## src/rtl/score_keeper_pkg.sv

```systemverilog
// ---------------------------------------------------------------------------
// score_keeper_pkg
//   Shared definitions for the score keeper slice: game state encoding,
//   default score saturation limit and the 24 MHz cycle-count constants used
//   for 0.1 s / 1 s timing, plus a small 8-bit max helper.
// ---------------------------------------------------------------------------
package score_keeper_pkg;

  // Game state as seen by the display/game stages. 2'b11 is unused and is
  // steered back to IDLE by the FSM.
  typedef enum logic [1:0] {
    ST_IDLE = 2'b00,
    ST_PLAY = 2'b01,
    ST_OVER = 2'b10
  } state_t;

  // Display stage decodes 0..199 only.
  localparam int MAX_SCORE_DEF = 199;

  // clk_24m cycle counts for common time bases.
  localparam int CYC_100MS = 2_400_000;
  localparam int CYC_1S    = 24_000_000;

  // Width of the alternation timer; holds 0..CYC_1S-1.
  localparam int ALT_W = 25;

  function automatic logic [7:0] max8(input logic [7:0] a, input logic [7:0] b);
    return (a > b) ? a : b;
  endfunction

endpackage

```

## src/rtl/rise_edge_det.sv

```systemverilog
// ---------------------------------------------------------------------------
// rise_edge_det
//   One-cycle rising-edge detector for an already-synchronous level input.
//   A level held high produces exactly one rise pulse.
//
//   clk_24m : system clock
//   rst_n   : asynchronous active-low reset (previous-value register -> 0)
//   d       : level input
//   rise    : d & ~previous d (combinational, same cycle as first high sample)
// ---------------------------------------------------------------------------
module rise_edge_det (
  input  logic clk_24m,
  input  logic rst_n,
  input  logic d,
  output logic rise
);

  logic prev_q;

  // NOTE: sequential state is always written with non-blocking (<=) so every
  // register samples the pre-edge values of its inputs.
  always_ff @(posedge clk_24m or negedge rst_n) begin
    if (!rst_n) prev_q <= 1'b0;
    else        prev_q <= d;
  end

  assign rise = d & ~prev_q;

endmodule

```

## src/rtl/score_keeper.sv

```systemverilog
// ---------------------------------------------------------------------------
// score_keeper
//   Tracks pipes passed during a run (saturating at MAX_SCORE), keeps the
//   session best, and after a crash alternates the displayed value between
//   the last score and the best every ALT_TIME cycles.
//
//   Parameters
//     MAX_SCORE : saturation limit for score
//     ALT_TIME  : clk_24m cycles per display phase in OVER
//
//   Ports
//     clk_24m   : 24 MHz system clock
//     rst_n     : asynchronous active-low reset (clears best too)
//     start     : start/restart level, acts on rising edge
//     pipe_pass : pipe cleared level, acts on rising edge
//     crash     : collision flag level
//     num       : value for the seven-segment stage
//     score     : current-run score
//     best      : session best score
//     state     : 00 IDLE, 01 PLAY, 10 OVER
//     new_best  : in OVER, high when the finished run beat the previous best
// ---------------------------------------------------------------------------
module score_keeper
  import score_keeper_pkg::*;
#(
  parameter int MAX_SCORE = MAX_SCORE_DEF,
  parameter int ALT_TIME  = CYC_1S
) (
  input  logic       clk_24m,
  input  logic       rst_n,
  input  logic       start,
  input  logic       pipe_pass,
  input  logic       crash,
  output logic [7:0] num,
  output logic [7:0] score,
  output logic [7:0] best,
  output logic [1:0] state,
  output logic       new_best
);

  localparam logic [7:0]       SCORE_LIMIT = 8'(MAX_SCORE);
  localparam logic [ALT_W-1:0] ALT_LAST    = ALT_W'(ALT_TIME - 1);

  state_t           state_q, state_d;
  logic             start_rise, pipe_rise;
  logic [7:0]       score_q, best_q;
  logic             new_best_q;
  logic [ALT_W-1:0] alt_cnt_q;
  logic             show_best_q;   // display select in OVER: 0 score, 1 best

  rise_edge_det u_start_edge (
    .clk_24m (clk_24m),
    .rst_n   (rst_n),
    .d       (start),
    .rise    (start_rise)
  );

  rise_edge_det u_pipe_edge (
    .clk_24m (clk_24m),
    .rst_n   (rst_n),
    .d       (pipe_pass),
    .rise    (pipe_rise)
  );

  // State register.
  always_ff @(posedge clk_24m or negedge rst_n) begin
    if (!rst_n) state_q <= ST_IDLE;
    else        state_q <= state_d;
  end

  // Next-state logic.
  always_comb begin
    // NOTE: default assignment first so no path leaves state_d unassigned,
    // which would infer a latch.
    state_d = state_q;
    case (state_q)
      ST_IDLE: if (start_rise) state_d = ST_PLAY;
      ST_PLAY: if (crash)      state_d = ST_OVER;
      ST_OVER: if (start_rise) state_d = ST_PLAY;
      default:                 state_d = ST_IDLE;
    endcase
  end

  // Score, best, new-best flag and the OVER alternation timer.
  always_ff @(posedge clk_24m or negedge rst_n) begin
    if (!rst_n) begin
      score_q     <= '0;
      best_q      <= '0;
      new_best_q  <= 1'b0;
      alt_cnt_q   <= '0;
      show_best_q <= 1'b0;
    end else begin
      case (state_q)
        ST_IDLE: begin
          if (start_rise) begin
            score_q    <= '0;
            new_best_q <= 1'b0;
          end
        end
        ST_PLAY: begin
          // Crash takes priority over a pipe edge on the same cycle.
          if (crash) begin
            best_q      <= max8(best_q, score_q);
            new_best_q  <= (score_q > best_q);
            alt_cnt_q   <= '0;
            show_best_q <= 1'b0;
          end else if (pipe_rise && (score_q < SCORE_LIMIT)) begin
            score_q <= score_q + 8'd1;
          end
        end
        ST_OVER: begin
          if (start_rise) begin
            score_q     <= '0;
            new_best_q  <= 1'b0;
            alt_cnt_q   <= '0;
            show_best_q <= 1'b0;
          end else if (alt_cnt_q == ALT_LAST) begin
            alt_cnt_q   <= '0;
            show_best_q <= ~show_best_q;
          end else begin
            alt_cnt_q <= alt_cnt_q + 1'b1;
          end
        end
        default: ;  // illegal encoding: FSM returns to IDLE, data untouched
      endcase
    end
  end

  // Display mux.
  always_comb begin
    num = best_q;
    case (state_q)
      ST_IDLE: num = best_q;
      ST_PLAY: num = score_q;
      ST_OVER: num = show_best_q ? best_q : score_q;
      default: num = best_q;
    endcase
  end

  assign score    = score_q;
  assign best     = best_q;
  assign state    = state_q;
  assign new_best = new_best_q;

endmodule

```

## config.mk

```make
export PLATFORM = sky130hd
export DESIGN_NAME = score_keeper
export DESIGN_NICKNAME = d
export VERILOG_FILES = /design/src/rtl/score_keeper_pkg.sv /design/src/rtl/rise_edge_det.sv /design/src/rtl/score_keeper.sv
export SDC_FILE = /design/constraint.sdc
export NUM_CORES = 1
export LEC_CHECK = 0
export ABC_AREA = 0
export CORE_MARGIN = 8
export CORE_UTILIZATION = 49
export DETAILED_ROUTE_END_ITERATION = 10
export GPL_TIMING_DRIVEN = 0
export PLACE_DENSITY_LB_ADDON = 0.15
export SYNTH_ARGS = -nofsm -noshare
export SYNTH_HDL_FRONTEND = slang
export SYNTH_SLANG_ARGS = --single-unit
export TNS_END_PERCENT = 10
```

## constraint.sdc

```tcl
create_clock -name clk_24m -period 3.31 [get_ports clk_24m]
set_input_delay 0.8275 -clock clk_24m [delete_from_list [all_inputs] [get_ports clk_24m]]
set_output_delay 0.8275 -clock clk_24m [all_outputs]
set_load 0.1 [all_outputs]
```

## Yosys cells after proc, flatten, opt, wreduce, memory -nomap -nowiden

Cells that the tools add are included.

- Flip-flop bits (word level): 47
- Output and inout port bits: 27
- Word-level logic and storage cells: 58

- $add $sub $neg: 2
- $lt $le $gt $ge: 3
- Equality and inequality tests: 8
- Multiplexer cells: 20
- Bitwise logic cells: 6
- Reductions and logical operators: 11

Operator list:

| kind | number |
|---|---|
| $mux 25 | 3 |
| $pmux 25 s2 | 1 |
| $mux 8 | 4 |
| $pmux 8 s2 | 2 |
| $add 25x1->25 const B | 1 |
| $eq 25x25->1 const B | 1 |
| $gt 8x8->1 | 2 |
| $reduce_and 3->1 | 3 |
| $add 8x1->8 const B | 1 |
| $lt 8x8->1 const B | 1 |
| $ne 2x2->1 const B | 3 |
| $mux 1 | 5 |
| $mux 2 | 2 |
| $not 1->1 | 4 |
| $pmux 1 s2 | 2 |
| $pmux 2 s2 | 1 |
| $reduce_and 2->1 | 2 |
| $reduce_and 4->1 | 1 |
| $reduce_bool 2->1 | 2 |
| $ne 3x3->1 const B | 1 |
| $and 1x1->1 | 2 |
| $eq 2x1->1 const B | 1 |
| $eq 2x2->1 const B | 1 |
| $logic_not 2->1 | 1 |
| 3 further kinds | 3 |

## Logic depth before layout (Yosys ltp)

- Depth after elaboration: 6
- Mapped depth: 9
- Mapped depth without buffers: 7

## Cells and area by module

From an unflattened synthesis, not the netlist that was laid out.

- Cells, all modules: 296
- Area total of the unflattened synthesis: 2844.0 um^2

Modules (own cells, without submodules):

| module | times used | cells each | area each (um^2) | seq. area each (um^2) |
|---|---|---|---|---|
| score_keeper | 1 | 292 | 2766.4 | 1126.1 |
| rise_edge_det | 2 | 2 | 38.8 | 25.0 |

## Least setup slack after synthesis

OpenSTA, ideal clock, no wires.

- Kind: register -> output
- Start: register state_q[0] (netlist: state[0])
- End: output port num[0]
- Data arrival time: 4.182 ns
- Required time: 2.483 ns
- Slack: -1.699 ns
- Cell stages (with the launch flop): 7
- Buffers on the path: 1
- Cell sequence: dfrtp_1 inv_1 ha_1 clkbuf_1 nor2b_1 a22oi_1 o21ai_0

- Word-level cells in the longest chain between the ends: 2
- Elaborated cells on any way between the ends: 3

Ends and longest elaborated chain:

| element | RTL line | RTL |
|---|---|---|
| start, declared | score_keeper.sv:44 | `state_t state_q, state_d;` |
| start signal, assigned | score_keeper.sv:68 | `else state_q <= state_d;` |
| $eq 2x2->1 / $eq 2x1->1 (equally long branches) | score_keeper.sv:132 | `case (state_q)` |
| $pmux 8 s2 * | score_keeper.sv:132 |  |
| end, declared | score_keeper.sv:34 | `output logic [7:0] num,` |

Mark *: on every way between the ends. The rest lies on a longest branch, timed or not.

## Worst setup path in the final report

- Start: register state_q[0] (netlist: state[0])
- End: output port num[4]

The elaborated chain is that of the path after synthesis.

==> flow_metrics.py <==
metrics = {
    "outcome": {
        "outcome": "finished clean",
    },
    "finish": {
        "drive_gt1_share_pct": 15.9,
        "diodes": 0,
        "nets": 357,
        "syn2layout_area_growth_pct": 21.0,
        "seqCellArea_mm2": 0.00118,
        "multiInputGateArea_mm2": 0.00161,
        "nFillCells": 479,
        "final_common_cell": "dfrtp_1",
        "final_cells": 411,
        "final_cell_mix": "dfrtp_1, nor2_1, nand2_1, clkdlybuf4s50_1, nand3_1",
        "final_area_mm2": 0.00338,
    },
    "clock_network": {
        "clk_pin_slew_ns": 0.10,
        "cts_sinks": 47,
        "clock_path_buffers": 2,
        "cts_made_buffers": 5,
        "cts_tree": "yes",
        "clk_latency_ns": 0.31,
        "ctsHtreeMaxLevel": 2,
        "post-cts-setup-buffers": 0,
        "cts-root-buf": "clkbuf_8",
    },
    "synthesis": {
        "synth_top_area_share_pct": 42.1,
        "synth_nets": 318,
        "synth_area_leader_cell": "dfrtp_1",
        "ys_top_cells_by_area": "dfrtp_1, ha_1, mux2_2",
        "synth-seq-cells": 47,
        "async_flop_share_pct": 100,
        "synth_edf_count": 0,
        "ys.warnings.count": 0,
        "ys_types": 49,
        "ys_seq_area_share_pct": 42.1,
        "synth_cells": 299,
        "synth_area_mm2": 0.00279,
        "syn_area_per_cell_um2": 9.34,
        "ys.flop_type": "dfrtp_1",
    },
    "drt": {
        "vias_per_cell": 5.76,
        "firstDrtPassIters": 4,
        "wirelength_mm": 6.40,
        "wl_per_cell_um": 15.6,
        "postRouteAntennaNets": 0,
        "drc": 0,
        "vias": 2368,
        "first_iter_violations": 118,
    },
    "place": {
        "place_inst": 403,
        "gp_congestion": 0.820,
        "hpwl_mm": 4.79,
        "port_buffers": 31,
        "post_dp_cell_area_mm2": 0.00329,
    },
    "sta": {
        "drv_slew": 0,
        "slew_headroom_pct": 34.5,
        "finalHoldViolCount": 0,
        "skew_ns": 0.0111,
        "finalSetupViolCount": 0,
        "worstMarginPinSlew_ns": 0.980,
        "rsz0062_at_grt": "false",
        "finalCritPeriodShare_pct": 95.7,
        "period_needed_ns": 3.17,
        "fmax_ghz": 0.316,
    },
    "pwr": {
        "p_leak_nw": 1.47,
        "power_density_mw_per_mm2": 711,
        "peakVddDrop_mv": 0.751,
    },
    "critical_path": {
        "cp.arrival_ns": 2.34,
        "crit_path_end_kind": "output pin",
        "start_kind": "flop",
        "crit_required_ns": 2.48,
        "worstPathMaxFanout": 9,
        "critPathKind": "reg -> out",
    },
    "worst_hold_path": {
        "hp-class": "in -> async",
    },
    "grt": {
        "grt_pass1_vias": 2262,
        "grt_usage_pct": 16.2,
        "antenna_found_initial": 0,
        "met1_usage_pct": 23.2,
        "grt_pass1_wl_mm": 11.3,
        "globalRouteOverflowTotal": 0,
        "grt.busiest_layer": "met2",
        "grt_max_degree": 27,
        "grt_use_met2_pct": 23.7,
        "met3_usage_pct": 3.46,
    },
    "die": {
        "rows": 27,
        "ios": 32,
        "die_w_um": 91.5,
        "dieArea_mm2": 0.00837,
        "die-height_um": 91.5,
        "start_util_pct": 50.7,
        "core-area_mm2": 0.00551,
    },
    "run": {
        "max-cap-violations": 0,
    },
}
-- Yosys cell counts, drive strengths merged, types with 3 or more instances --
| library cell | instances |
|---|---|
| nor3 | 4 |
| and3 | 10 |
| a31oi | 4 |
| clkbuf | 5 |
| mux2 | 12 |
| nor2 | 31 |
| nor4 | 8 |
| xnor2 | 8 |
| ha | 14 |
| nand2 | 29 |
| buf | 5 |
| o31ai | 4 |
| dfrtp | 47 |
| a211oi | 3 |
| nor2b | 5 |
| nand3 | 19 |
| a22o | 4 |
| a21oi | 6 |
| o21ai | 20 |
| inv | 13 |
| o221ai | 4 |
| or3 | 3 |
| xor2 | 8 |
| a22oi | 5 |
| nand4 | 6 |
-- worst paths after layout --
path	end	from	slack, ns	depth (start not counted)
hold reg to reg	new_best	new_best	0.53	2
max in group asynchronous	state[0]	rst_n	2.28	2
setup / recovery	num[4]	state[0]	0.14	7
min in group clk_24m	new_best	new_best	0.53	2
hold / removal	alt_cnt_q[2]	rst_n	0.49	1
setup reg to reg	alt_cnt_q[24]	state[0]	0.66	8
-- per-layer routing --
metal	wire length (um)	vias up
met4	82	0
met2	2810	53
li1	-	1163
met1	3170	1143
met5	0	-
met3	336	9
-- metrics by stage --
step           util [%]  setup WS (ns)  hold slack [ns]  setup TNS, ns  total power [mW]
2_1_floorplan         -         0.0378            0.486              0              1.72
3_3_place_gp       59.6         -0.460            0.504          -3.38              2.02
3_5_place_dp       59.8         -0.474            0.519          -3.22              2.04
4_1_cts            61.5        -0.0676            0.497         -0.189              2.41
5_1_grt            61.4         0.0289            0.519              0              2.55
6_report           61.4          0.141            0.488              0              2.40
-- power breakdown --
| group | total, mW | switching [mW] | internal, mW | leakage, nW |
|---|---|---|---|---|
| sequential | 0.715 | 0.0805 | 0.635 | 0.642 |
| clock | 0.371 | 0.200 | 0.171 | 0.0474 |
| combinational | 1.32 | 0.955 | 0.362 | 0.781 |
| total | 2.40 | 1.24 | 1.17 | 1.47 |
-- worst max-delay path, cell delays in order (launching register included) --
cell      delay, ns
dfrtp_2        0.43
inv_1          0.08
ha_1           0.28
clkbuf_2       0.30
nor2b_2        0.31
a22oi_1        0.14
o221ai_4       0.17
buf_4          0.32
-- cell type report --
cell class,instances,share of cell area (%)
Tap cell,72,2.66
Clock buffer,6,2.44
Sequential cell,47,34.9
Inverter,13,1.55
Buffer,10,1.44
Clock inverter,2,0.481
Timing Repair Buffer,32,9.03
Multi-Input combinational cell,229,47.5
-- state kept, by name, summed over array words and instances (netlist names) --
name / flops
score: 8
best: 8
state: 2
new_best: 1
alt_cnt_q: 25
u_start_edge.prev_q: 1
show_best_q: 1
u_pipe_edge.prev_q: 1
-- kinds of logic (layout without fill, tap and decap cells) --
group           after synthesis  in the layout  share of synthesized area [%]
xor+xnor                     16             16                           5.02
mux                          13             13                           5.33
simple gates                126            126                           23.3
flops                        47             47                           42.1
compound gates               60             60                           14.6
fa+ha+maj                    14             14                           6.27
buf+inv                      23             63                           3.45
-- what timing repair did --
action,in CTS,in global routing
pin swaps,0,0
setup endpoints to repair,8,8
resized for setup,39,12
hold buffers,0,0
Power figures use the tool's default switching activity.
